[src/rtl/logic_unit_acc.sv]
// Registered WIDTH-bit bitwise logic unit with valid/ready handshakes and an ACC_LEN-beat accumulate mode.
// Optional registered zero flag on F: define LOGIC_UNIT_ZERO_FLAG_EN.
module logic_unit_acc #(
    parameter int WIDTH   = 8,
    parameter int ACC_LEN = 4
) (
    input  logic             clk,
    input  logic             rst_n,
    input  logic             in_valid,
    output logic             in_ready,
    input  logic [WIDTH-1:0] a,
    input  logic [WIDTH-1:0] b,
    input  logic [2:0]       op,
    input  logic             acc,
    output logic             out_valid,
    input  logic             out_ready,
    output logic [WIDTH-1:0] f,
    output logic             zero
);

    localparam int CNT_W = $clog2(ACC_LEN + 1);
    localparam logic [CNT_W-1:0] LAST_CNT = CNT_W'(ACC_LEN - 1);

    typedef enum logic [1:0] {IDLE, ACCUM, HOLD} state_t;

    state_t           state;
    logic [2:0]       op_q;
    logic [WIDTH-1:0] acc_val;
    logic [CNT_W-1:0] cnt;
    logic             accept;
    logic             f_load;
    logic [WIDTH-1:0] f_next;
    logic [WIDTH-1:0] res_direct;
    logic [WIDTH-1:0] res_accum;

    function automatic logic [WIDTH-1:0] apply_op(input logic [2:0] sel,
                                                  input logic [WIDTH-1:0] x,
                                                  input logic [WIDTH-1:0] y);
        case (sel)
            3'b000:  return x & y;
            3'b001:  return x | y;
            3'b010:  return x ^ y;
            3'b011:  return ~(x & y);
            3'b100:  return ~(x | y);
            3'b101:  return ~(x ^ y);
            3'b110:  return x & ~y;
            default: return ~x;
        endcase
    endfunction

    // A pending result only blocks the source while the sink is stalling it.
    assign in_ready  = rst_n & ((state != HOLD) | out_ready);
    assign accept    = in_valid & in_ready;
    assign out_valid = (state == HOLD);

    assign res_direct = apply_op(op, a, b);
    assign res_accum  = apply_op(op_q, acc_val, a);

    // NOTE: every output of a combinational block gets a default first, so no latch is inferred.
    always_comb begin
        f_load = 1'b0;
        f_next = f;
        if (accept) begin
            if (state != ACCUM) begin
                if (!acc) begin
                    f_load = 1'b1;
                    f_next = res_direct;
                end else if (ACC_LEN == 1) begin
                    f_load = 1'b1;
                    f_next = a;
                end
            end else if (cnt == LAST_CNT) begin
                f_load = 1'b1;
                f_next = res_accum;
            end
        end
    end

    // NOTE: sequential state uses non-blocking assignments so all registers update together at the edge.
    always_ff @(posedge clk or negedge rst_n) begin
        if (!rst_n) begin
            state   <= IDLE;
            op_q    <= 3'b000;
            acc_val <= '0;
            cnt     <= '0;
            f       <= '0;
        end else begin
            if (f_load) f <= f_next;
            case (state)
                IDLE, HOLD: begin
                    if (accept) begin
                        op_q <= op;
                        if (!acc) begin
                            state <= HOLD;
                        end else begin
                            acc_val <= a;
                            cnt     <= CNT_W'(1);
                            state   <= (ACC_LEN == 1) ? HOLD : ACCUM;
                        end
                    end else if (state == HOLD && out_ready) begin
                        state <= IDLE;
                    end
                end
                ACCUM: begin
                    if (accept) begin
                        if (cnt == LAST_CNT) begin
                            acc_val <= '0;
                            cnt     <= '0;
                            state   <= HOLD;
                        end else begin
                            acc_val <= res_accum;
                            cnt     <= cnt + CNT_W'(1);
                        end
                    end
                end
                default: state <= IDLE;
            endcase
        end
    end

`ifdef LOGIC_UNIT_ZERO_FLAG_EN
    // Zero tracks F exactly: it moves only on the same edge F loads.
    always_ff @(posedge clk or negedge rst_n) begin
        if (!rst_n) begin
            zero <= 1'b0;
        end else if (f_load) begin
            zero <= (f_next == '0);
        end
    end
`else
    assign zero = 1'b0;
`endif

endmodule

[config.mk]
export PLATFORM = sky130hd
export DESIGN_NAME = logic_unit_acc
export DESIGN_NICKNAME = d
export VERILOG_FILES = /design/src/rtl/logic_unit_acc.sv
export SDC_FILE = /design/constraint.sdc
export NUM_CORES = 1
export LEC_CHECK = 0
export BUFFER_PORTS_ARGS = -buffer_cell sky130_fd_sc_hd__buf_2
export CORE_MARGIN = 2
export CORE_UTILIZATION = 50
export DETAILED_ROUTE_END_ITERATION = 16
export PLACE_DENSITY = 0.7
export SKIP_LAST_GASP = 1
export SLEW_MARGIN = 20
export SYNTH_ARGS = -nofsm -noshare
export SYNTH_HDL_FRONTEND = slang
export SYNTH_SLANG_ARGS = --single-unit
[constraint.sdc]
create_clock -name clk -period 3.9 [get_ports clk]
set_clock_uncertainty 0.2 [all_clocks]
set_input_delay 0.78 -clock clk [delete_from_list [all_inputs] [get_ports clk]]
set_output_delay 0.78 -clock clk [all_outputs]
set_load 0.1 [all_outputs]
==> results of run 1 <==
==> metrics by stage <==
stage	setup slack, ns	util [%]
4_1_cts	1.176	54.35
3_3_place_gp	1.131	53.40
3_5_place_dp	1.090	53.40
5_1_grt	1.136	54.37
2_1_floorplan	1.165	-
6_report	1.184	54.37
==> logic make-up (layout without fill, tap and decap cells) <==
kind of cell | Yosys count | in the layout
adder cells (fa/ha/maj) | 49 | 49
flip-flops | 24 | 24
buffers and inverters | 52 | 69
AND/OR/NAND/NOR | 61 | 61
other | 1 | 1
AO/OA/AOI/OAI | 77 | 77
multiplexers | 41 | 41
==> cells in the final DEF, fill, tap and decap left out, types with 8 or more instances in the layout <==
master   instances
o31ai_1          9
mux2i_1         16
o21ai_0         14
inv_1           29
buf_2           33
ha_1            49
a21oi_1         18
mux4_2          13
mux2_2           8
dfrtp_1         23
nor2_1          15
nand2_1         16
==> routing by layer <==
| layer | routed length, µm | vias up | share of wire, % | track usage, % |
|---|---|---|---|---|
| li1 | - | 1143 | - | - |
| met1 | 2808 | 1131 | 45 | 26.29 |
| met2 | 3092 | 44 | 50 | 37.85 |
| met3 | 223 | 8 | 3.6 | 2.889 |
| met4 | 78 | 0 | 1.3 | 5.593 |
| met5 | 0 | - | 0 | 0 |
==> flip-flops by register name, indices dropped and copies added (netlist names) <==
| register | count |
|---|---|
| acc_val | 8 |
| cnt | 3 |
| f | 8 |
| op_q | 3 |
| state | 2 |
==> power by group through the flow <==
stage | registers, mW | clock network [mW] | logic, mW
finish | 0.530 | 0.178 | 1.14
global route | 0.556 | 0.193 | 1.25
CTS | 0.531 | 0.183 | 1.15
detailed placement | 0.534 | 0 | 1.15
global placement | 0.528 | 0 | 1.11
floorplan | 0.713 | 0 | 0.765
==> path summary, 6_finish.rpt <==
| path | depth (start not counted) | slack [ns] | to |
|---|---|---|---|
| setup / recovery | 4 | 1.18 | in_ready |
| hold / removal | 2 | 0.28 | f[5] |
| setup reg to reg | 5 | 1.30 | f[3] |
| hold reg to reg | 2 | 0.28 | f[5] |
| max in group asynchronous | 2 | 2.91 | op_q[1] |
| min in group asynchronous | 2 | 0.32 | f[2] |
==> worst min-delay path: cells and delay by family, from the launching register on <==
| family | cells | cell delay (ns) |
|---|---|---|
| compound gates | 1 | 0.05 |
| flops | 1 | 0.35 |
| simple gates | 1 | 0.05 |
==> layout make-up <==
cell class	instances	area [µm²]
multi-input combinational	229	2115
timing repair buffer	36	187.7
sequential	24	601.8
clock buffer	4	55.05
tap	75	93.84
fill	565	2654
inverter	29	108.9
==> impl_results.rst, run 1 <==
.. list-table::
   :header-rows: 1

   * - Metric
     - Value
   * - Run status
     - complete, no violations
   * - Number of flip-flops and latches in the synthesized netlist
     - 24
   * - Number of clock sinks
     - 24
   * - Portion of synthesized cell area occupied by the leading cell type
     - 20.62%
   * - Most instantiated cells after synthesis
     - ha_1, inv_1, dfrtp_1
   * - Series of cell instances along the critical path
     - buf_2 -> or3b_1 -> and2_1 -> buf_2
   * - Slew @ Worst Pin
     - 0.9693 ns
   * - Layout Area Growth over Synthesis
     - 6.355%
   * - Nets in the synthesized netlist
     - 378
   * - Maximum fanout encountered on the critical timing path
     - 2
   * - Final antenna diode count
     - 0
   * - Max Clock Freq
     - 368.2 MHz
   * - Switching power summed over all nets
     - 0.9630 mW
   * - Final std cells w/o fill
     - 397
   * - Most common flop cell mapped by yosys
     - dfrtp_1
   * - Initial detailed-routing violation count
     - 107
   * - Number of max-slew violations in the final report
     - 0
   * - Count of antenna-violating nets left after detailed routing
     - 0
   * - Combinational family with the most area after synthesis
     - multiplexers
   * - Startpoint types
     - input port
   * - Setup tns final
     - 0 ns
   * - Setup Viol. Count Final
     - 0
   * - Xor-xnor portion of the synthesized cell area
     - 0%
   * - Die boundary height
     - 81.11 µm
   * - Final wirelength
     - 6203 µm
   * - Reg2reg start
     - state[1]
   * - Number of rows in the core area
     - 28
   * - Worst setup path startpoint
     - out_ready
   * - Total Routing Usage GR
     - 21.01%
   * - Critical Path Slowest Stage Cell
     - or3b_1
   * - Final Hold Slack
     - 0.2798 ns
   * - Highest ir drop seen on vdd
     - 0.3273 mV
   * - Clock period minus final worst setup slack
     - 2.716 ns
   * - Number of top-level pins
     - 35
   * - Total vias in the final route
     - 2326
   * - Data arrival, critical path
     - 1.74 ns
   * - Drt pass-1 iters
     - 4
   * - Setup repair after global routing missed its margin
     - false
   * - Clock transition at the register clock pins on the worst setup and hold paths after CTS
     - 0.09 ns
   * - Maximum number of pins on one net before global-route repair
     - 27
   * - Initial standard-cell utilization of the core
     - 51.12%
   * - Inserted Clock Buffers
     - 3
   * - Synth Area in Simple Gates
     - 11.11%
   * - Count of flip-flops with a built-in enable after synthesis
     - 0
   * - DR vias/cell
     - 5.859
   * - Share of the cycle needed by the critical path after routing
     - 69.64%
   * - Element type at the critical path end
     - output pin
   * - Leakage Power
     - 1.522 nW
   * - First-pass GRT wire length
     - 10820 µm
   * - Max-cap violations
     - 0
   * - Via count of the first global-routing pass
     - 2343
   * - Required time of the critical path
     - 2.92 ns
   * - Count of distinct cell types in the synthesized netlist
     - 52
   * - Drt wl/cell
     - 15.62 µm
   * - Area share of fa/ha/maj cells after synthesis
     - 20.62%
   * - Clk network pwr share
     - 9.6%
   * - Hold Vio Cnt, Final
     - 0
   * - Cell class contributing the biggest share of worst-path delay
     - simple AND/OR/NAND/NOR gates
   * - Internal power component
     - 0.8871 mW
   * - Post-Layout Inst Area
     - 0.003162 mm²
   * - Logic pwr share
     - 61.7%
   * - Largest stage delay on the critical path
     - 0.40 ns
   * - Total Nets Final
     - 396
   * - Biggest area consumer among synthesized cells
     - ha_1
   * - Ranking of synthesized cells by area
     - ha_1, dfrtp_1, mux4_2
   * - Cell repeated most along the worst path
     - buf_2
   * - DRC viols
     - 0
   * - Die footprint
     - 0.006579 mm²
   * - Initial antenna violation count
     - 0
   * - Number of buffers and inverters on the critical path
     - 2
   * - Switching power as a share of total power
     - 52.05%
   * - Fraction of layout cells with a size suffix above 1
     - 21.74%
   * - Share of synthesized registers carrying an async set or reset
     - 100.0%
   * - Number of H-tree branching levels
     - 1
   * - Cell at the root of the clock tree
     - clkbuf_8
   * - Mux share of post-synthesis cell area
     - 21.42%
   * - Synth Cell Area
     - 0.002973 mm²
   * - DP Area
     - 0.003105 mm²
   * - Total global routing overflow
     - 0
   * - Die W
     - 81.11 µm
   * - Cts-stage hold buffer count
     - 0
   * - Average instance area after synthesis
     - 9.747 µm²
   * - Top-count cell post-synth
     - ha_1
   * - Hpwl dp
     - 4567 µm
   * - Part of the power in registers
     - 28.6%
   * - Post-synthesis compound-gate area fraction
     - 17.85%
   * - Floorplan Core Area
     - 0.005816 mm²
   * - Sequential cell area fraction in the yosys report
     - 20.20%
   * - Instance count after placement with tap cells included
     - 393
   * - Start-to-end type of the worst setup path
     - in -> out
   * - TritonCTS clock tree
     - done
   * - Number of warnings printed during yosys synthesis
     - 0
   * - Port Buffers
     - 33
   * - Pwr Density
     - 585.1 mW/mm²
   * - Gate Count Post-Synth
     - 305
   * - Post-cts resize count
     - 0
   * - Setup fix buffers added after clock tree synthesis
     - 0
   * - Startpoint of the most critical hold path
     - f[5]
   * - Min-Delay Path Class
     - reg -> reg
   * - Total Power Consumption
     - 1.850 mW
   * - Global placement routability congestion
     - 0.8475
   * - Worst slew margin relative to its limit
     - 35.38%
   * - Number of buffers on the longest clock path
     - 2
   * - Clk Latency, worst-skew pair
     - 0.28 ns
No activity file was read; power rests on OpenSTA's default activity.
==> run 2, diff against run 1 <==
- ABC_AREA: default -> 1
- clock period: 3.9 -> 2.6 ns (I/O delays scaled with it)
==> run 2 against run 1 <==
Final area rose by 6.8%. Sequential cell count unchanged. Register-to-register slack lost 0.76 ns. Highest routed layer unchanged. Wire length increased by 31%. Cell count is 52% higher. Global-route usage increased by 5.2 points. Worst setup slack got worse by 0.83 ns. Combinational power grew 87%. Die area grew 1.7%. Synthesized area increased by 1.8%.
==> impl_results.rst, run 2 <==
.. list-table::
   :header-rows: 1

   * - Metric
     - Value
   * - Most instantiated cells after synthesis
     - nand2_1, nor2_1, inv_1
   * - Portion of synthesized cell area occupied by the leading cell type
     - 20.26%
   * - Final Hold Slack
     - 0.2592 ns
   * - Met1 layer wirelength in the final routing
     - 4095 µm
   * - Clock period minus final worst setup slack
     - 2.250 ns
   * - Top-count cell post-synth
     - nand2_1
   * - Area share of fa/ha/maj cells after synthesis
     - 20.26%
   * - DR vias/cell
     - 5.145
   * - Share of synthesized registers carrying an async set or reset
     - 100.0%
   * - Total Power Consumption
     - 3.191 mW
   * - Max Clock Freq
     - 444.4 MHz
   * - Worst-case setup slack after placement
     - 0.5749 ns
   * - Most common flop cell mapped by yosys
     - dfrtp_1
   * - Number of flip-flops and latches in the synthesized netlist
     - 24
   * - Cell class contributing the biggest share of worst-path delay
     - buffers and inverters
   * - Sequential cell area fraction in the yosys report
     - 19.84%
   * - Number of H-tree branching levels
     - 1
   * - Total global routing overflow
     - 0
   * - Number of top-level pins
     - 35
   * - Post-Layout Inst Area
     - 0.003378 mm²
   * - Hold Vio Cnt, Final
     - 0
   * - Run status
     - complete, no violations
   * - Drt wl/cell
     - 13.41 µm
   * - Final wirelength
     - 8111 µm
   * - Number of gates on the worst path with buffers counted
     - 7
   * - Number of warnings printed during yosys synthesis
     - 0
   * - Series of cell instances along the critical path
     - dlygate4sd3_1 -> buf_2 -> buf_4 -> nand3_1 -> nor2_1 -> a21oi_1 -> o21ai_0
   * - Element type at the critical path end
     - flop
   * - Port Buffers
     - 33
   * - Highest ir drop seen on vdd
     - 0.6214 mV
   * - Die footprint
     - 0.006691 mm²
   * - Critical Path Slowest Stage Cell
     - dlygate4sd3_1
   * - Total vias in the final route
     - 3113
   * - Number of buffers and inverters on the critical path
     - 3
   * - Nets in the synthesized netlist
     - 566
   * - Hpwl dp
     - 6324 µm
   * - Instance count after placement with tap cells included
     - 600
   * - Worst setup slack for register-to-register paths
     - 0.54 ns
   * - Required time of the critical path
     - 2.60 ns
   * - Die boundary height
     - 81.80 µm
   * - Data arrival, critical path
     - 2.25 ns
   * - Number of buffers on the longest clock path
     - 2
   * - Last element of the critical path
     - state[1]
   * - Leakage Power
     - 1.993 nW
   * - Initial detailed-routing violation count
     - 214
   * - Min-Delay Path Class
     - in -> reg
   * - Routed length on met3
     - 470 µm
   * - Final-layout fill cell count
     - 608
   * - Final antenna diode count
     - 0
   * - Via count of the first global-routing pass
     - 2791
   * - Total Routing Usage GR
     - 26.19%
   * - Mux share of post-synthesis cell area
     - 0%
   * - First-pass GRT wire length
     - 13480 µm
   * - Maximum fanout encountered on the critical timing path
     - 15
   * - Post-synthesis compound-gate area fraction
     - 7.937%
   * - Clk Latency, worst-skew pair
     - 0.28 ns
   * - Total Nets Final
     - 604
   * - Average instance area after synthesis
     - 6.139 µm²
   * - Setup fix buffers added after clock tree synthesis
     - 0
   * - Cell at the root of the clock tree
     - clkbuf_8
   * - Final Core Density
     - 57.40%
   * - Reg2reg start
     - state[1]
   * - Biggest area consumer among synthesized cells
     - ha_1
   * - Worst slew margin relative to its limit
     - 48.76%
   * - Clock transition at the register clock pins on the worst setup and hold paths after CTS
     - 0.09 ns
   * - Pwr Density
     - 944.7 mW/mm²
   * - Combinational family with the most area after synthesis
     - simple AND/OR/NAND/NOR gates
   * - Layout Area Growth over Synthesis
     - 11.62%
   * - Synth Cell Area
     - 0.003027 mm²
   * - Start-to-end type of the worst setup path
     - in -> reg
   * - Uppermost layer routed
     - met4
   * - Global placement routability congestion
     - 0.9542
   * - Gate Count Post-Synth
     - 493
   * - Count of flip-flops with a built-in enable after synthesis
     - 0
   * - Final std cells w/o fill
     - 605
   * - Worst setup slack after layout
     - 0.3497 ns
   * - Number of clock sinks
     - 24
   * - Registers with the highest flip-flop counts
     - acc_val x8, f x8
   * - Slew @ Worst Pin
     - 0.7658 ns
   * - Most used cells in the layout excluding fill and tap cells
     - nand2_1, nor2_1, inv_1
   * - DP Area
     - 0.003297 mm²
   * - Number of rows in the core area
     - 28
   * - Most common cell after layout, fill and taps aside
     - nand2_1
   * - Setup Viol. Count Final
     - 0
   * - Ranking of synthesized cells by area
     - ha_1, nand2_1, dfrtp_1
   * - Max-cap violations
     - 0
   * - Share of the cycle needed by the critical path after routing
     - 86.55%
   * - Inserted Clock Buffers
     - 3
   * - Setup repair after global routing missed its margin
     - false
   * - Worst setup path startpoint
     - rst_n
   * - Floorplan Core Area
     - 0.005886 mm²
   * - Fraction of layout cells with a size suffix above 1
     - 11.70%
   * - Count of antenna-violating nets left after detailed routing
     - 0
   * - Startpoint types
     - input port
   * - Initial antenna violation count
     - 0
   * - Synth Area in Simple Gates
     - 40.80%
   * - Largest stage delay on the critical path
     - 0.52 ns
   * - TritonCTS clock tree
     - done
   * - Die W
     - 81.80 µm
   * - Number of max-slew violations in the final report
     - 0
   * - Xor-xnor portion of the synthesized cell area
     - 0%
   * - Initial standard-cell utilization of the core
     - 51.42%
   * - Count of distinct cell types in the synthesized netlist
     - 26
   * - Routed met2 length
     - 3469 µm
   * - Cells on worst reg2reg path
     - 7
   * - Maximum number of pins on one net before global-route repair
     - 19
   * - DRC viols
     - 0
   * - Setup tns final
     - 0 ns
   * - Critical R2R Capture
     - acc_val[1]
   * - Drt pass-1 iters
     - 5
[run 2: cell type report]
| type | count | area, µm² | area share (%) |
|---|---|---|---|
| inverter | 70 | 262.8 | 7.778 |
| clock inverter | 1 | 30.03 | 0.8889 |
| multi-input combinational | 389 | 2092 | 61.93 |
| clock buffer | 3 | 41.29 | 1.222 |
| timing repair buffer | 43 | 257.7 | 7.630 |
| sequential | 24 | 600.6 | 17.78 |
| tap | 75 | 93.84 | 2.778 |
[run 2: power by group]
group          switching, mW  total (mW)  internal, mW
Sequential             0.184       0.718         0.534
Clock                  0.141       0.348         0.207
Combinational           1.55        2.13         0.578
Total                   1.87        3.19          1.32
[run 2: routing by layer]
metal	up-vias	track usage, %
li1	1616	-
met1	1392	39.32
met2	98	40.89
met3	7	1.758
met4	0	6.167
met5	-	0
[run 2: worst min-delay path by stage]
stage | startpoint | end | slack (ns) | cells after the start
6_report | acc | state[0] | 0.26 | 3
5_1_grt | acc | state[0] | 0.27 | 3
4_1_cts | acc | state[0] | 0.25 | 3
3_5_place_dp | f[6] | f[6] | 0.26 | 2
3_3_place_gp | f[5] | f[5] | 0.26 | 2
2_1_floorplan | rst_n | acc_val[0] | 0.02 | 0
[run 2: logic make-up after synthesis]
group / Yosys count
other cells: 1
flops: 24
compound gates: 44
simple gates: 295
buf+inv: 80
fa+ha+maj: 49
[run 2: worst reg2reg max path, stage by stage (launching register included)]
cell	delay, ns
dfrtp_1	0.40
inv_1	0.14
nand2_2	0.28
inv_1	0.30
nand2_1	0.25
inv_1	0.15
nand2_1	0.07
a21oi_1	0.18
[run 2: timing repair]
item | CTS | global route
gates resized for setup | 0 | 0
endpoints found under the hold margin | 10 | 0
hold buffers | 1 | 0
